[src/rtl/serial_out_sched.sv]
// ---------------------------------------------------------------------------
// serial_out_sched
//   Configuration scheduler between the packet decoder and a bank of CH_NUM
//   serial_out channels. Each accepted configuration word is staged, then
//   written into a per-channel shadow. A write to the last channel index
//   commits every shadow to the active pattern registers in one cycle and
//   fires aligned start/stop pulses. Per-channel busy status is tracked
//   from the start/stop pulses and the channels' done ticks.
//
// Ports:
//   clk, rst_n          clock, asynchronous active-low reset
//   i_cfg_valid         configuration word present
//   o_cfg_ready         scheduler idle and able to accept a word
//   i_cfg_sel           target channel index
//   i_cfg_output        output pattern for target channel
//   i_cfg_freq          frequency pattern for target channel
//   i_cfg_start/stop    start/stop request applied at commit
//   i_cfg_mode          0 = one-shot, 1 = repeat
//   i_ch_done           per-channel done tick
//   o_output_pattern    active output patterns, channel k at [k*DATA_BIT +: DATA_BIT]
//   o_freq_pattern      active frequency patterns, same packing
//   o_mode              active mode per channel
//   o_start/o_stop      one-cycle start/stop pulses per channel
//   o_ch_busy           channel currently running
//   o_commit_tick       one-cycle pulse on commit
//   o_err_tick          one-cycle pulse for an out-of-range channel index
// ---------------------------------------------------------------------------
module serial_out_sched #(
  parameter int unsigned DATA_BIT = 32,
  parameter int unsigned CH_NUM   = 3
) (
  input  logic                         clk,
  input  logic                         rst_n,
  input  logic                         i_cfg_valid,
  output logic                         o_cfg_ready,
  input  logic [3:0]                   i_cfg_sel,
  input  logic [DATA_BIT-1:0]          i_cfg_output,
  input  logic [DATA_BIT-1:0]          i_cfg_freq,
  input  logic                         i_cfg_start,
  input  logic                         i_cfg_stop,
  input  logic                         i_cfg_mode,
  input  logic [CH_NUM-1:0]            i_ch_done,
  output logic [CH_NUM*DATA_BIT-1:0]   o_output_pattern,
  output logic [CH_NUM*DATA_BIT-1:0]   o_freq_pattern,
  output logic [CH_NUM-1:0]            o_mode,
  output logic [CH_NUM-1:0]            o_start,
  output logic [CH_NUM-1:0]            o_stop,
  output logic [CH_NUM-1:0]            o_ch_busy,
  output logic                         o_commit_tick,
  output logic                         o_err_tick
);

  typedef enum logic [1:0] {
    S_IDLE   = 2'd0,
    S_LOAD   = 2'd1,
    S_COMMIT = 2'd2
  } state_t;

  // Channel count widened by one bit so CH_NUM = 16 compares cleanly
  // against the 4-bit index.
  localparam logic [4:0] LP_CH = 5'(CH_NUM);

  state_t r_state;
  state_t w_state_nxt;

  logic                w_capture;
  logic                w_load;
  logic                w_commit;
  logic                w_err;
  logic                w_sel_ok;
  logic                w_sel_last;

  // Input staging
  logic [3:0]          r_stg_sel;
  logic [DATA_BIT-1:0] r_stg_out;
  logic [DATA_BIT-1:0] r_stg_freq;
  logic                r_stg_start;
  logic                r_stg_stop;
  logic                r_stg_mode;

  // Shadow registers
  logic [CH_NUM-1:0][DATA_BIT-1:0] r_sh_out;
  logic [CH_NUM-1:0][DATA_BIT-1:0] r_sh_freq;
  logic [CH_NUM-1:0]               r_sh_mode;
  logic [CH_NUM-1:0]               r_sh_start;
  logic [CH_NUM-1:0]               r_sh_stop;

  // Active registers and pulses
  logic [CH_NUM-1:0][DATA_BIT-1:0] r_act_out;
  logic [CH_NUM-1:0][DATA_BIT-1:0] r_act_freq;
  logic [CH_NUM-1:0]               r_act_mode;
  logic [CH_NUM-1:0]               r_start;
  logic [CH_NUM-1:0]               r_stop;
  logic [CH_NUM-1:0]               r_busy;
  logic                            r_commit;
  logic                            r_err;

  assign w_sel_ok   = ({1'b0, r_stg_sel} < LP_CH);
  assign w_sel_last = ({1'b0, r_stg_sel} == (LP_CH - 5'd1));

  // -------------------------------------------------------------------------
  // FSM
  // -------------------------------------------------------------------------
  always_ff @(posedge clk or negedge rst_n) begin
    if (!rst_n) begin
      r_state <= S_IDLE;
    end else begin
      r_state <= w_state_nxt;
    end
  end

  always_comb begin
    w_state_nxt = r_state;
    w_capture   = 1'b0;
    w_load      = 1'b0;
    w_commit    = 1'b0;
    w_err       = 1'b0;
    case (r_state)
      S_IDLE: begin
        if (i_cfg_valid) begin
          w_capture   = 1'b1;
          w_state_nxt = S_LOAD;
        end
      end
      S_LOAD: begin
        if (!w_sel_ok) begin
          w_err       = 1'b1;
          w_state_nxt = S_IDLE;
        end else begin
          w_load      = 1'b1;
          w_state_nxt = w_sel_last ? S_COMMIT : S_IDLE;
        end
      end
      S_COMMIT: begin
        w_commit    = 1'b1;
        w_state_nxt = S_IDLE;
      end
      default: begin
        w_state_nxt = S_IDLE;
      end
    endcase
  end

  assign o_cfg_ready = (r_state == S_IDLE);

  // -------------------------------------------------------------------------
  // Input staging
  // -------------------------------------------------------------------------
  always_ff @(posedge clk or negedge rst_n) begin
    if (!rst_n) begin
      r_stg_sel   <= '0;
      r_stg_out   <= '0;
      r_stg_freq  <= '0;
      r_stg_start <= 1'b0;
      r_stg_stop  <= 1'b0;
      r_stg_mode  <= 1'b0;
    end else if (w_capture) begin
      r_stg_sel   <= i_cfg_sel;
      r_stg_out   <= i_cfg_output;
      r_stg_freq  <= i_cfg_freq;
      r_stg_start <= i_cfg_start;
      r_stg_stop  <= i_cfg_stop;
      r_stg_mode  <= i_cfg_mode;
    end
  end

  // -------------------------------------------------------------------------
  // Shadow registers: last write wins; flags are consumed by the commit
  // -------------------------------------------------------------------------
  always_ff @(posedge clk or negedge rst_n) begin
    if (!rst_n) begin
      r_sh_out   <= '0;
      r_sh_freq  <= '0;
      r_sh_mode  <= '0;
      r_sh_start <= '0;
      r_sh_stop  <= '0;
    end else if (w_load) begin
      for (int unsigned k = 0; k < CH_NUM; k++) begin
        if (r_stg_sel == 4'(k)) begin
          r_sh_out[k]   <= r_stg_out;
          r_sh_freq[k]  <= r_stg_freq;
          r_sh_mode[k]  <= r_stg_mode;
          r_sh_start[k] <= r_stg_start;
          r_sh_stop[k]  <= r_stg_stop;
        end
      end
    end else if (w_commit) begin
      r_sh_start <= '0;
      r_sh_stop  <= '0;
    end
  end

  // -------------------------------------------------------------------------
  // Active registers and aligned pulses
  // -------------------------------------------------------------------------
  always_ff @(posedge clk or negedge rst_n) begin
    if (!rst_n) begin
      r_act_out  <= '0;
      r_act_freq <= '0;
      r_act_mode <= '0;
      r_start    <= '0;
      r_stop     <= '0;
      r_commit   <= 1'b0;
      r_err      <= 1'b0;
    end else begin
      r_commit <= w_commit;
      r_err    <= w_err;
      if (w_commit) begin
        r_act_out  <= r_sh_out;
        r_act_freq <= r_sh_freq;
        r_act_mode <= r_sh_mode;
        // Stop has priority over start on the same channel.
        r_start    <= r_sh_start & ~r_sh_stop;
        r_stop     <= r_sh_stop;
      end else begin
        r_start    <= '0;
        r_stop     <= '0;
      end
    end
  end

  // -------------------------------------------------------------------------
  // Busy tracking: start beats stop/done; done only ends one-shot runs
  // -------------------------------------------------------------------------
  always_ff @(posedge clk or negedge rst_n) begin
    if (!rst_n) begin
      r_busy <= '0;
    end else begin
      for (int unsigned k = 0; k < CH_NUM; k++) begin
        if (r_start[k]) begin
          r_busy[k] <= 1'b1;
        end else if (r_stop[k]) begin
          r_busy[k] <= 1'b0;
        end else if (i_ch_done[k] && !r_act_mode[k]) begin
          r_busy[k] <= 1'b0;
        end
      end
    end
  end

  assign o_output_pattern = r_act_out;
  assign o_freq_pattern   = r_act_freq;
  assign o_mode           = r_act_mode;
  assign o_start          = r_start;
  assign o_stop           = r_stop;
  assign o_ch_busy        = r_busy;
  assign o_commit_tick    = r_commit;
  assign o_err_tick       = r_err;

endmodule
[config.mk]
export PLATFORM = sky130hd
export DESIGN_NAME = serial_out_sched
export DESIGN_NICKNAME = d
export VERILOG_FILES = /design/src/rtl/serial_out_sched.sv
export SDC_FILE = /design/constraint.sdc
export NUM_CORES = 1
export LEC_CHECK = 0
export BUFFER_PORTS_ARGS = -buffer_cell sky130_fd_sc_hd__clkbuf_2
export CAP_MARGIN = 0
export CORE_UTILIZATION = 29
export CTS_CLUSTER_DIAMETER = 150
export DETAILED_ROUTE_END_ITERATION = 16
export HOLD_SLACK_MARGIN = 0.05
export SETUP_SLACK_MARGIN = 0.2
export SLEW_MARGIN = 30
export SYNTH_ARGS = -nofsm -noshare
export SYNTH_HDL_FRONTEND = slang
export SYNTH_SLANG_ARGS = --single-unit
[constraint.sdc]
create_clock -name clk -period 1.55 [get_ports clk]
set_input_delay 0.0775 -clock clk [delete_from_list [all_inputs] [get_ports clk]]
set_output_delay 0.0775 -clock clk [all_outputs]
set_load 0.005 [all_outputs]
# Word-level counts from Yosys, hierarchy flattened
# Cells that the tools add are included.
dict set report classes {
  magnitude_cmp 1
  n_eq_ne 8
  muxes 31
  bitwise 2
  n_reduce_logical 18
}
# operator count
set ops {}
lappend ops {{$mux W1} 22}
lappend ops {{$mux W3} 5}
lappend ops {{$reduce_and A2 Y1} 6}
lappend ops {{$reduce_bool A3 Y1} 3}
lappend ops {{$mux W2} 3}
lappend ops {{$ne A2 B1 Y1 const B} 3}
lappend ops {{$eq A4 B1 Y1 const B} 1}
lappend ops {{$eq A4 B2 Y1 const B} 1}
lappend ops {{$logic_not A4 Y1} 1}
lappend ops {{$lt A4 B2 Y1 const B} 1}
lappend ops {{$pmux W2 S2} 1}
lappend ops {{$and A3 B3 Y3} 1}
lappend ops {{$logic_and A1 B1 Y1} 3}
lappend ops {{$logic_not A1 Y1} 3}
lappend ops {{$not A3 Y3} 1}
lappend ops {{$eq A2 B1 Y1 const B} 1}
lappend ops {{$eq A2 B2 Y1 const B} 1}
lappend ops {{$logic_not A2 Y1} 1}
lappend ops {{$ne A2 B2 Y1 const B} 1}
lappend ops {{$reduce_bool A2 Y1} 1}
dict set report totals {
  ff_bits 480
  inputBits 77
  out_inout_bits 207
  word_cells 96
}

# Depth between registers and ports, before layout
dict set report depth {
  word_depth 5
  mapped_depth 7
}

# Worst setup path after synthesis
# OpenSTA, ideal clock, no wires.
dict set report synth_timing {
  kind {register to register}
  startpoint {register r_stg_sel[3]}
  endpoint {register r_sh_out[88] (netlist bit)}
  arrival_ns 1.571
  required_time_ns 1.422
  path_slack_ns -0.148
  path_stages_with_launch 6
  n_path_buf 2
  synth_period_minus_slack_ns 1.698
  path_cell_list {dfrtp_1 > nor4b_4 > nand3b_2 > buf_4 > buf_4 > mux2_1}
}
dict set report synth_via {
  elab_chain_cells 4
}
# element line
set synth_lines {}
lappend synth_lines {{start, declared} 74} ;# logic [3:0] r_stg_sel;
lappend synth_lines {{start signal, assigned} 158} ;# r_stg_sel <= i_cfg_sel;
lappend synth_lines {{$lt A4 B2 Y1} 98} ;# assign w_sel_ok = ({1'b0, r_stg_sel} < LP_CH);
lappend synth_lines {{$mux W1} 126} ;# if (!w_sel_ok) begin
lappend synth_lines {{$mux W1} 118} ;# case (r_state)
lappend synth_lines {{$reduce_and A2 Y1 (no source line) *} --}
lappend synth_lines {{end signal, assigned by index} 180} ;# r_sh_out[k] <= r_stg_out;
lappend synth_lines {{end, declared} 82} ;# logic [CH_NUM-1:0][DATA_BIT-1:0] r_sh_out;
# Every way passes the cells marked *; elsewhere a longest branch is shown, timed or not.
# A chain may end at the register's enable or synchronous reset.

# Final worst setup path
dict set report layout_timing {
  startpoint {register r_stg_sel[3]}
  endpoint {register r_sh_out[80] (netlist bit)}
}
# Same word-level chain as after synthesis.

==> results.py <==
metrics = {
    "logic_synthesis": {
        "synth_ff_type": "sky130_fd_sc_hd__dfrtp_1",
        "synthesis.instances": 1447,
        "syn_area_mm2": 0.01783,
        "synth.ff_latch_count": 480,
        "post_synth_most_frequent_cells": "sky130_fd_sc_hd__nand2_1, sky130_fd_sc_hd__dfrtp_1, sky130_fd_sc_hd__mux2_2",
        "synth_top_area_frac": 0.6737,
        "synth_enable_flop_cells": 0,
        "yosys-top-cells-area": "sky130_fd_sc_hd__dfrtp_1, sky130_fd_sc_hd__nand2_1, sky130_fd_sc_hd__mux2_2, sky130_fd_sc_hd__mux2_1, sky130_fd_sc_hd__clkbuf_1",
        "synth_cell_types": 22,
        "asyncSetResetFlopFracSynth": 1.000,
        "synth_largest_area_cell": "sky130_fd_sc_hd__dfrtp_1",
        "synthesis.nets": 1524,
        "portion_of_the_post_synthesis_area_used_by_sequential_elements": 0.6737,
        "synthMostInstantiatedCell": "sky130_fd_sc_hd__nand2_1",
        "synth_warnings": 0,
        "mean_area_per_synthesized_cell_um2": 12.32,
    },
    "setup_path": {
        "worstSetupStartpoint": "r_stg_sel[3]",
        "ff2ff_setup_slack_ns": -0.23,
        "crit_path_max_fanout": 40,
        "timing.critical_path.to_type": "flop",
        "crit_path_start_kind": "flop",
        "worst_path_required_ns": 2.00,
        "r2r_start": "r_stg_sel[3]",
        "critical_path_class": "reg -> reg",
        "data_arrival_time_at_the_worst_slack_endpoint_ns": 2.23,
    },
    "sta": {
        "worst_slew_margin_rel": 0.6159,
        "setup_total_negative_slack_ns": -31.38,
        "worst_slew_pin_slew_ns": 0.5761,
        "share_of_the_clock_period_used_by_the_worst_path": 1.149,
        "setup-violations-final": 268,
        "postLayoutSetupSlackWorst_ns": -0.2305,
        "finClkSkew_ns": 0.01524,
        "finalWorstPathRequiredPeriod_ns": 1.780,
        "timing.final.hold_violations": 0,
        "slew_violations": 0,
        "finalHoldWorstSlack_ns": 0.1236,
        "grt_setup_unrepaired": "true",
        "timing.fmax_ghz": 0.5616,
    },
    "cells_and_area": {
        "final_layout_size_suffix_gt1_frac": 0.4047,
        "num-nets-final": 1973,
        "area.growth.synth_to_final_pct": 41.77,
        "layout.core_utilization": 0.4172,
    },
    "placed_design": {
        "place_hpwl_mm": 29.26,
        "port_buffers": 283,
        "dpl_worst_slack_ns": -0.1980,
        "gp_congestion": 0.7422,
    },
    "clock_network": {
        "tritoncts_num_sinks": 480,
        "cts_buffer_depth": 3,
        "root_buffer": "sky130_fd_sc_hd__clkbuf_16",
        "worst_skew_pair.late_latency_ns": 0.58,
        "clock_transition_at_the_registers_of_the_reported_paths_ns": 0.06,
        "clock_tree.htree_level_count": 2,
        "cts_tree": "built",
        "numCtsBuffers": 51,
    },
    "grt": {
        "grt_remaining_overflow": 0,
        "grt_start_max_net_pins": 94,
        "first_global_vias": 12670,
        "globalRouteTotalUtil": 0.1539,
        "grt_antenna_before_repair": 4,
        "wire_length_of_the_first_global_routing_pass_mm": 74.94,
    },
    "power_and_ir_drop": {
        "ir_drop_mv": 0.7860,
        "static_leakage_nw": 13.29,
        "power_density_normalized_to_cell_area_mw_per_mm2": 1672,
    },
    "detailed_routing": {
        "drt-vias-per-instance": 4.495,
        "drc": 0,
        "routed_wirelength_mm": 53.32,
        "vias": 12240,
        "post_drt_wl_per_cell_um": 19.59,
        "drt_pass1_iterations": 4,
        "final_antenna_net_count": 0,
        "drt-initial-drc-count": 585,
    },
    "floorplanning": {
        "rows": 90,
        "fp.dieW_um": 250.0,
        "die_area_mm2": 0.06248,
        "die_y_um": 250.0,
        "io_pins": 284,
        "core_mm2": 0.06058,
        "starting_density_of_the_core": 0.2943,
    },
    "status": {
        "failed_checks": "negative setup slack",
        "run_status": "complete, but fails checks",
    },
    "hold_path": {
        "worstHoldPathType": "in -> async",
    },
    "flow_run": {
        "drv_cap": 0,
    },
}
[per-layer routing]
layer | GRT usage | vias to the layer above | share of wire
li1 | - | 5590 | -
met1 | 0.2099 | 6274 | 0.45
met2 | 0.2463 | 303 | 0.48
met3 | 0.03619 | 67 | 0.050
met4 | 0.03751 | 2 | 0.016
met5 | 0 | - | 0.00032
[state kept, by name, summed over array words and instances, names as in the netlist]
register          flops
r_sh_start            3
o_freq_pattern       96
r_sh_mode             3
o_mode                3
o_output_pattern     96
o_stop                3
r_stg_out            32
o_ch_busy             3
o_err_tick            1
r_sh_out             96
r_sh_freq            96
r_stg_freq           32
o_start               3
r_stg_start           1
r_stg_sel             4
r_state               2
r_sh_stop             3
r_stg_stop            1
o_commit_tick         1
r_stg_mode            1
[critical path, stage by stage (launching register included)]
cell and delay [ns]:
sky130_fd_sc_hd__dfrtp_1 0.41, sky130_fd_sc_hd__nor4b_4 0.32, sky130_fd_sc_hd__buf_4 0.20, sky130_fd_sc_hd__nand3b_4 0.10, sky130_fd_sc_hd__buf_12 0.18, sky130_fd_sc_hd__mux2_1 0.37
[final timing paths]
path / cells after the start / end
worst max register to register: 5 / r_sh_out[80]
max in group asynchronous: 3 / o_freq_pattern[1]
worst min register to register: 2 / o_output_pattern[32]
worst min-delay path: 3 / r_sh_freq[33]
min in group clk: 5 / r_stg_freq[16]
worst max-delay path: 5 / r_sh_out[80]
[through the flow]
stage          std cells  total power [mW]  area, µm²
2_1_floorplan       1447             24.15      18470
3_3_place_gp        2487             27.86      20970
3_5_place_dp        2487             28.29      20970
4_1_cts             2686             42.25      24270
5_1_grt             2721             44.64      25270
6_report            2722             42.27      25280
[kinds of logic after synthesis]
kind of cell           count (synthesis)  synth area share
flip-flops                           480            0.6737
AO/OA/AOI/OAI                          4          0.001754
multiplexers                         272            0.1714
AND/OR/NAND/NOR                      613            0.1328
buffers and inverters                 78           0.02035
[power breakdown]
group	total (mW)	leakage (nW)	internal, mW	switching, mW
Sequential	20.1	6.18	17.1	3.03
Combinational	8.87	6.21	5.30	3.57
Clock	13.3	0.902	8.16	5.11
[cell type report]
| class | count | area, µm² |
|---|---|---|
| clock buffers | 76 | 1533 |
| clock inverters | 18 | 300.3 |
| repair inverters | 1 | 11.26 |
| diodes | 3 | 7.507 |
| repair buffers | 468 | 4209 |
| inverters | 5 | 31.28 |
| flip-flops and latches | 480 | 12010 |
| fillers | 5635 | 35310 |
| multi-input cells | 889 | 6195 |
| well taps | 782 | 978.4 |
[placed cells by master, fill, tap and decap left out, types with 2 or more instances in the layout]
cell,count
sky130_fd_sc_hd__nand3_4,2
sky130_fd_sc_hd__mux2i_1,6
sky130_fd_sc_hd__and2_1,3
sky130_fd_sc_hd__nand2_4,19
sky130_fd_sc_hd__nand2_1,545
sky130_fd_sc_hd__nor2_1,2
sky130_fd_sc_hd__buf_8,5
sky130_fd_sc_hd__buf_12,24
sky130_fd_sc_hd__nand2_2,29
sky130_fd_sc_hd__buf_16,23
sky130_fd_sc_hd__mux2_2,123
sky130_fd_sc_hd__clkbuf_2,281
sky130_fd_sc_hd__dfrtp_1,480
sky130_fd_sc_hd__mux2_1,17
sky130_fd_sc_hd__mux2_4,126
sky130_fd_sc_hd__clkbuf_1,11
sky130_fd_sc_hd__diode_2,3
sky130_fd_sc_hd__clkinv_2,7
sky130_fd_sc_hd__nor3b_1,3
sky130_fd_sc_hd__dlygate4sd3_1,76
sky130_fd_sc_hd__buf_4,25
sky130_fd_sc_hd__buf_6,14
sky130_fd_sc_hd__inv_1,4
sky130_fd_sc_hd__a31o_2,3
sky130_fd_sc_hd__nand2b_1,4
sky130_fd_sc_hd__clkbuf_8,12
sky130_fd_sc_hd__clkbuf_16,72
sky130_fd_sc_hd__bufinv_16,8
[timing repair]
action / CTS / global route
gates cloned: 14 / 25
setup endpoints to repair: 449 / 476
setup buffers: 15 / 8
gates resized for setup: 41 / 97
hold buffers: 76 / 0
endpoints found under the hold margin: 554 / 0
pin swaps: 0 / 40
Power figures use the tool's default switching activity.
